--- config.mk ---
export PLATFORM = sky130hd
export DESIGN_NAME = sensor_conditioner_flat
export DESIGN_NICKNAME = d
export VERILOG_FILES = /design/src/rtl/sensor_if.sv /design/src/rtl/sensor_conditioner.sv /design/src/flat_wrapper.sv
export SDC_FILE = /design/constraint.sdc
export NUM_CORES = 1
export LEC_CHECK = 0
export BUFFER_PORTS_ARGS = -buffer_cell sky130_fd_sc_hd__buf_2
export CORE_MARGIN = 1
export CORE_UTILIZATION = 30
export CTS_BUF_LIST = sky130_fd_sc_hd__clkbuf_2
export DETAILED_ROUTE_END_ITERATION = 10
export SLEW_MARGIN = 10
export SYNTH_ARGS = -nofsm -noshare
export SYNTH_HDL_FRONTEND = slang
export SYNTH_SLANG_ARGS = --single-unit
--- constraint.sdc ---
create_clock -name clk -period 3.1 [get_ports clk]
set_input_delay 0.155 -clock clk [delete_from_list [all_inputs] [get_ports clk]]
set_output_delay 0.155 -clock clk [all_outputs]
set_load 0.01 [all_outputs]
--- src/rtl/sensor_if.sv ---
// sensor_if: raw track sensor inputs and conditioned outputs of sensor_conditioner.
interface sensor_if;
   logic [3:0] raw_s;
   logic       s1, s2, s3, s4;
   logic [3:0] stuck;
   modport master (output raw_s, input s1, s2, s3, s4, stuck);
   modport slave (input raw_s, output s1, s2, s3, s4, stuck);
endinterface

--- src/rtl/sensor_conditioner.sv ---
// sensor_conditioner: synchronize, debounce and stuck-detect four track sensors.
// Define SENSOR_PULSE_EN for one-clock rising-edge pulses on s1..s4 instead of levels.
module sensor_conditioner #(
   parameter int DEBOUNCE_CYCLES = 16,
   parameter int STUCK_CYCLES    = 1000000
) (
   input logic     clk,
   input logic     rst,
   sensor_if.slave bus
);
   localparam int CW = $clog2(DEBOUNCE_CYCLES) + 1;
   localparam int SW = $clog2(STUCK_CYCLES + 1);
   logic [3:0]    sync1, sync2, deb, s, stuck, s_next;
   logic [CW-1:0] cnt [4];
   logic [SW-1:0] scnt [4];

   always_ff @(posedge clk or posedge rst)
      if (rst) begin
         sync1 <= '0;
         sync2 <= '0;
         deb   <= '0;
         s     <= '0;
         stuck <= '0;
         for (int i = 0; i < 4; i++) begin
            cnt[i]  <= '0;
            scnt[i] <= '0;
         end
      end else begin
         sync1 <= bus.raw_s;
         sync2 <= sync1;
         s     <= s_next;
         for (int i = 0; i < 4; i++) begin
            if (sync2[i] == deb[i]) cnt[i] <= '0;
            else if (cnt[i] == CW'(DEBOUNCE_CYCLES - 1)) begin
               deb[i] <= ~deb[i];
               cnt[i] <= '0;
            end else cnt[i] <= cnt[i] + CW'(1);
            // saturating run length of the debounced high level; fault latches until reset
            if (!deb[i]) scnt[i] <= '0;
            else if (scnt[i] != SW'(STUCK_CYCLES)) scnt[i] <= scnt[i] + SW'(1);
            if (deb[i] && scnt[i] == SW'(STUCK_CYCLES - 1)) stuck[i] <= 1'b1;
         end
      end

`ifdef SENSOR_PULSE_EN
   logic [3:0] deb_q;
   always_ff @(posedge clk or posedge rst)
      if (rst) deb_q <= '0;
      else deb_q <= deb;
   always_comb s_next = deb & ~deb_q;
`else
   always_comb s_next = deb;
`endif

   assign bus.s1    = s[0];
   assign bus.s2    = s[1];
   assign bus.s3    = s[2];
   assign bus.s4    = s[3];
   assign bus.stuck = stuck;
endmodule

--- src/flat_wrapper.sv ---
// flat-port wrapper written by rule: the top's interface ports become plain ports
module sensor_conditioner_flat 
#(
   parameter int DEBOUNCE_CYCLES = 16,
   parameter int STUCK_CYCLES    = 1000000
)
  (clk, rst, bus_raw_s, bus_s1, bus_s2, bus_s3, bus_s4, bus_stuck);
  sensor_if bus_i ();
  input logic clk;
  input logic rst;
  input wire logic [$bits(bus_i.raw_s)-1:0] bus_raw_s;
  output wire logic [$bits(bus_i.s1)-1:0] bus_s1;
  output wire logic [$bits(bus_i.s2)-1:0] bus_s2;
  output wire logic [$bits(bus_i.s3)-1:0] bus_s3;
  output wire logic [$bits(bus_i.s4)-1:0] bus_s4;
  output wire logic [$bits(bus_i.stuck)-1:0] bus_stuck;
  assign bus_i.raw_s = bus_raw_s;
  assign bus_s1 = bus_i.s1;
  assign bus_s2 = bus_i.s2;
  assign bus_s3 = bus_i.s3;
  assign bus_s4 = bus_i.s4;
  assign bus_stuck = bus_i.stuck;
  sensor_conditioner #(.DEBOUNCE_CYCLES(DEBOUNCE_CYCLES), .STUCK_CYCLES(STUCK_CYCLES)) u_core (.clk(clk), .rst(rst), .bus(bus_i));
endmodule
==> results of run 1 <==
## timing repair
action | 4_1_cts | 5_1_grt
hold endpoints to repair | 124 | 1
hold buffers | 5 | 1
setup endpoints to repair | 0 | 0
gates resized for setup | 0 | 0
## cells in the mapped netlist
| cell type | number | area (µm²) |
|---|---|---|
| nor3_1 | 6 | 30.0 |
| nor2b_1 | 3 | 18.8 |
| or4b_2 | 1 | 10.0 |
| nand4_1 | 16 | 100 |
| nor4_1 | 12 | 75.1 |
| o21ai_0 | 24 | 120 |
| nor4bb_1 | 1 | 10.0 |
| a21oi_1 | 21 | 105 |
| and2_1 | 9 | 56.3 |
| nand4_2 | 1 | 12.5 |
| buf_2 | 2 | 10.0 |
| or3_1 | 12 | 75.1 |
| clkbuf_1 | 12 | 45.0 |
| inv_1 | 22 | 82.6 |
| nand2_1 | 44 | 165 |
| nand4b_1 | 4 | 35.0 |
| clkbuf_2 | 1 | 5.00 |
| o211ai_1 | 2 | 15.0 |
| buf_1 | 1 | 3.75 |
| xor2_1 | 42 | 368 |
| and4_1 | 9 | 78.8 |
| nor4b_1 | 7 | 61.3 |
| mux2i_1 | 11 | 110 |
| nand3_1 | 41 | 205 |
| xnor2_1 | 12 | 105 |
| o21a_1 | 2 | 15.0 |
| nand2b_1 | 5 | 31.3 |
| a31o_2 | 1 | 8.76 |
| ha_1 | 12 | 150 |
| o41ai_1 | 3 | 26.3 |
| and3_1 | 11 | 68.8 |
| or4_1 | 12 | 90.1 |
| o31ai_1 | 8 | 60.1 |
| nor2_1 | 58 | 218 |
| clkinv_1 | 3 | 11.3 |
| nand3b_1 | 7 | 52.6 |
| dfrtp_1 | 120 | 3000 |
## metal layers
metal | share of wire (%) | track usage, %
met3 | 2.8 | 4.14
met1 | 48 | 14.2
met5 | 0 | 0
met4 | 0.60 | 3.92
met2 | 49 | 18.8
## sequential cells by signal, summed over array words and instances, names as in the netlist
register,flops
u_core.scnt,80
u_core.s,4
u_core.sync1,4
u_core.deb,4
u_core.cnt,20
u_core.bus.stuck,4
u_core.sync2,4
## worst register-to-register path: stages, from the launching register on
cell and delay (ns):
dfrtp_1 0.45, or4b_2 0.70, nor4_1 0.62, mux2i_1 0.25
## cell families (layout without fill, tap and decap cells)
logic type	count (synthesis)	after routing	synth area share, %
adder cells (fa/ha/maj)	12	12	2.66
flip-flops	120	120	53.3
XOR/XNOR	54	54	8.39
AND/OR/NAND/NOR	259	259	24.7
buffers and inverters	41	78	2.80
multiplexers	11	11	1.95
AO/OA/AOI/OAI	61	61	6.21
## area by class of cell
cell class                 instances  share of cell area (%)
clock buffer                      19                    1.53
clock inverter                    12                    1.77
inverter                          25                    1.57
multi-input combinational        397                    39.8
sequential                       120                    48.2
tap                              229                    4.60
timing repair buffer              22                    2.57
## report_power, final
| part | total (W) | internal (W) | leakage (nW) | switching (W) |
|---|---|---|---|---|
| clock | 0.000910 | 0.000356 | 0.139 | 0.000554 |
| sequential | 0.00160 | 0.00158 | 1.65 | 0.0000119 |
| combinational | 0.0000674 | 0.0000228 | 0.773 | 0.0000447 |
| total | 0.00257 | 0.00196 | 2.56 | 0.000611 |
## worst max path at each step
stage | to
finish | u_core.scnt[0]$_DFFE_PP0P_
global route | u_core.scnt[79]$_DFFE_PP0P_
CTS | u_core.scnt[0]$_DFFE_PP0P_
detailed placement | u_core.scnt[0]$_DFFE_PP0P_
global placement | u_core.scnt[2]$_DFFE_PP0P_
floorplan | u_core.scnt[2]$_DFFE_PP0P_
## through the flow
step / hold WS, ns / instances / cell area (µm²) / worst slack [ns]
finish: 0.117 / 824 / 6230 / 1.00
global route: 0.00412 / 824 / 6230 / 0.917
CTS: 0.0159 / 823 / 6220 / 0.994
detailed placement: 0.264 / 787 / 5960 / 1.04
global placement: 0.264 / 787 / 5960 / 1.12
floorplan: 0.186 / 558 / 5640 / 1.22
==> reports/results.ini, run 1 <==
[outcome]
status=complete, but fails checks
violations=DRC

[critical_path]
max_stage_delay_ns=0.70
end_kind=flop
reg2regPathDepth=3
path_buf_inv=0
crit_cells=3
r2r-start=u_core.scnt[7]$_DFFE_PP0P_
startpoint=u_core.scnt[7]$_DFFE_PP0P_
worst_path_max_delay_cell=or4b_2
worstPathArrival_ns=2.67
cp_data_required_time_ns=3.68
cp_max_fo=5
crit_chain=or4b_2 -> nor4_1 -> mux2i_1
rr_endpoint=u_core.scnt[0]$_DFFE_PP0P_
rrSetupSlack_ns=1.00
critical_path.top_delay_family=simple AND/OR/NAND/NOR gates
critPathLaunchType=flop
timing_worst_setup_path_type=flop to flop

[clock_tree]
cts_setup_buffers=0
cts_buffer_depth=2
cts_tree=yes
clock_latency_ns=0.66
cts.sink_count=120
clkTransAtPathRegs_ns=0.17
root_buffer=clkbuf_2
cts_buffers=17
cts.htree.levels=4

[logic_synthesis]
synth_area_um2=5640
syn_inst=558
ys_seq_area_share_pct=53.3
syn_nets=576
synth.avg_cell_area_um2=10.1
synth-seq-cells=120
ys_types=37
yosys_warnings=0

[routing]
ant_nets=0
drc=1
dr.first_iter.drc_count=259
wl_per_cell_um=12.6
via_per_inst=4.95
routed_wl_mm=10.4
num_vias=4080
firstDrtPassIters=7

[timing]
setup-violations-final=0
final.setup.tns_ns=0
max_freq_mhz=477
clock_skew_ns=0.0249
period_share_pct=67.6
drv_slew=0
relSlewSlack_pct=55.1
rsz0062_at_grt=no
finalHoldViolations=0
worstMarginPinSlew_ns=0.668
fin_crit_ns=2.10

[hold_path]
holdPathEnd=u_core.sync1[1]$_DFF_PP0_
hp-class=input port to flop
min_from=bus_raw_s[1]
worstHoldPathCells=2

[power]
finalPower_w=0.00257
max-vdd-ir-drop_uv=217
power.leakage_nw=2.56
power_density_nw_per_um2=413

[job]
drv_cap=0

[grt]
grt_overflow=0
grt_max_degree=121
grt_pass1_wl_mm=18.2
track_usage_pct=11.6
grt_pass1_vias=4017
antenna_found_initial=0

[die]
die_h_um=139
die_area_um2=19300
core-area_um2=18200
num_rows=49
die_w_um=139
ios=14
start_util_pct=31.0

[place]
portBuffers=13
place_congestion=0.790
place_hpwl_mm=6.86

[final_layout]
seqCellArea_um2=3000
layout-drive-gt1-share_pct=8.07
final_core_util_pct=34.2
final_common_cell=dfrtp_1
num-nets-final=601
multi_input_area_um2=2480
antennaDiodeCount=0
most-common-layout-cells=dfrtp_1, nor2_1, nand2_1
fillCellCount=1791
syn_to_final_growth_pct=10.5

(Power assumes the default switching activity.)
==> inputs of run 2 (changes only) <==
- clock period: 3.1 -> 1.8 ns (I/O delays scaled with it)
==> reports/results.ini, run 2 (same netlist as run 1, synthesis figures left out) <==
[critical_path]
r2r-start=u_core.scnt[72]$_DFFE_PP0P_
reg2regPathDepth=4  ; +1
end_kind=flop
cp_max_fo=4  ; -1
critPathLaunchType=flop
rr_endpoint=u_core.scnt[79]$_DFFE_PP0P_
timing_worst_setup_path_type=flop to flop
cp_data_required_time_ns=2.39  ; -1.29 ns
worstPathArrival_ns=2.36  ; -0.31 ns
rrSetupSlack_ns=0.03  ; -0.98 ns

[clock_tree]
cts.sink_count=120  ; unchanged
clock_latency_ns=0.66  ; about the same
root_buffer=clkbuf_2
clkTransAtPathRegs_ns=0.18  ; about the same
cts_tree=yes
cts_buffers=17  ; unchanged
cts_buffer_depth=2  ; unchanged
cts.htree.levels=4  ; unchanged

[power]
power_frac_clock_pct=40.5  ; +5.1 points
finalPower_w=0.00482  ; +87%
power.net_switching_w=0.00112  ; +84%
p_int_w=0.00370  ; +89%
power.leakage_nw=2.85  ; +11%
power_density_nw_per_um2=716  ; +73%
pwr-share-seq_pct=57.0  ; -5.0 points
p_sw_share_pct=23.2  ; -0.49 points
max-vdd-ir-drop_uv=487  ; +120%
pwr-share-comb_pct=2.5  ; about the same

[hold_path]
hp-class=input port to async pin

[timing]
clock_skew_ns=0.0222  ; -0.00273 ns
finalHoldViolations=0  ; unchanged
worstMarginPinSlew_ns=0.668  ; -0.000437 ns
fin_ws_ns=0.0260  ; -0.979 ns
max_freq_mhz=564  ; +18%
drv_slew=0  ; unchanged
relSlewSlack_pct=55.5  ; +0.44 points
period_share_pct=98.6  ; +31 points
whs_ns=0.0698  ; -0.0475 ns
setup-violations-final=0  ; unchanged
fin_crit_ns=1.77  ; -0.321 ns
rsz0062_at_grt=yes

[final_layout]
largestRegisters=u_core.scnt: 80 flops, u_core.cnt: 20 flops
layout-drive-gt1-share_pct=17.0  ; +8.9 points
most-common-layout-cells=dfrtp_1, nor2_1, buf_4
fillCellCount=1748  ; -2.4%
num-nets-final=648  ; +7.8%
top_register=u_core.scnt
antennaDiodeCount=0  ; unchanged
final_core_util_pct=37.0  ; +2.8 points
syn_to_final_growth_pct=19.5
seqCellArea_um2=3010  ; +0.12%
fin_area_um2=6740  ; +8.1%
final_common_cell=dfrtp_1
multi_input_area_um2=2550  ; +2.9%
largest_reg_flops=80  ; unchanged

[place]
place_ws_ns=-0.0487  ; -1.09 ns
place_hpwl_mm=7.37  ; +7.4%
portBuffers=13  ; unchanged
placed_cell_area_um2=6270  ; +5.1%
place_congestion=0.817  ; +3.4%

[die]
core-area_um2=18200  ; unchanged
start_util_pct=31.0  ; unchanged
num_rows=49  ; unchanged
die_area_um2=19300  ; unchanged
die_h_um=139  ; unchanged
ios=14  ; unchanged
die_w_um=139  ; unchanged

[outcome]
violations=DRC
status=complete, but fails checks

[grt]
antenna_found_initial=0  ; unchanged
grt_pass1_wl_mm=19.4  ; +6.4%
grt_overflow=0  ; unchanged
track_usage_pct=12.4  ; +0.81 points
grt_pass1_vias=4261  ; +6.1%
grt_max_degree=121  ; unchanged

[routing]
routed_wl_mm=11.0  ; +6.4%
ant_nets=0  ; unchanged
dr.first_iter.drc_count=184  ; -29%
drc=1  ; unchanged
firstDrtPassIters=8  ; +1
wl_per_cell_um=12.6  ; +0.56%
num_vias=4244  ; +4.0%
via_per_inst=4.87  ; -1.7%

[job]
drv_cap=0  ; unchanged

==> run 2: changes by cell type in the layout (fill, tap and decap cells not counted), moves of 4 or more <==
cell      change
buf_4        +44
clkinv_2      -5
nor4b_1       -4
nor4b_2       +4
==> run 2: stage by stage <==
stage | setup TNS [ns] | cells
final | 0 | 872
after floorplan | -0.132 | 558
after CTS | 0 | 868
after detailed placement | -0.126 | 827
after global routing | -0.0525 | 872
after global placement | 0 | 827
==> run 2: worst max-delay path by stage <==
| stage | slack, ns | from | depth (start not counted) | to |
|---|---|---|---|---|
| 2_1_floorplan | -0.04 | u_core.scnt[70]$_DFFE_PP0P_ | 5 | u_core.scnt[78]$_DFFE_PP0P_ |
| 3_3_place_gp | 0.04 | u_core.scnt[7]$_DFFE_PP0P_ | 3 | u_core.scnt[2]$_DFFE_PP0P_ |
| 3_5_place_dp | -0.05 | u_core.scnt[7]$_DFFE_PP0P_ | 3 | u_core.scnt[2]$_DFFE_PP0P_ |
| 4_1_cts | 0.03 | u_core.scnt[7]$_DFFE_PP0P_ | 3 | u_core.scnt[1]$_DFFE_PP0P_ |
| 5_1_grt | -0.03 | u_core.scnt[71]$_DFFE_PP0P_ | 5 | u_core.scnt[60]$_DFFE_PP0P_ |
| 6_report | 0.03 | u_core.scnt[72]$_DFFE_PP0P_ | 4 | u_core.scnt[79]$_DFFE_PP0P_ |
==> run 2: metal layers <==
layer	routed length, µm	part of all wire, %	up-vias	global-route usage [%]
met5	0	0	-	0
li1	-	-	2111	-
met1	5150	47	2087	14.6
met2	5500	50	44	21.2
met4	42	0.38	0	4.33
met3	327	3.0	2	3.97
==> run 2: what timing repair did <==
action                     in CTS  in global routing
setup endpoints to repair       8                 15
buffers inserted                0                  4
resized for setup               3                 13
hold endpoints to repair      124                  0
pin swaps                       1                  5
hold buffers                    9                  0
==> run 2: cell type report <==
class | count | share of cell area, %
Clock buffer | 20 | 1.49
Clock inverter | 12 | 2.60
Inverter | 25 | 1.45
Multi-Input combinational cell | 397 | 37.9
Sequential cell | 120 | 44.6
Tap cell | 229 | 4.25
Timing Repair Buffer | 69 | 7.73
==> run 2: worst max-delay path: stages (launching register included) <==
cell	delay, ns
dfrtp_1	0.41
nand4_2	0.12
or4_4	0.55
or4_1	0.47
a21oi_1	0.15
==> run 2: power by group through the flow <==
stage | registers [W] | logic (W) | clock network [W]
4_1_cts | 0.00275 | 0.000129 | 0.00204
3_5_place_dp | 0.00280 | 0.000113 | 0
3_3_place_gp | 0.00280 | 0.000107 | 0
6_report | 0.00275 | 0.000122 | 0.00195
2_1_floorplan | 0.00279 | 0.0000770 | 0
5_1_grt | 0.00276 | 0.000145 | 0.00217
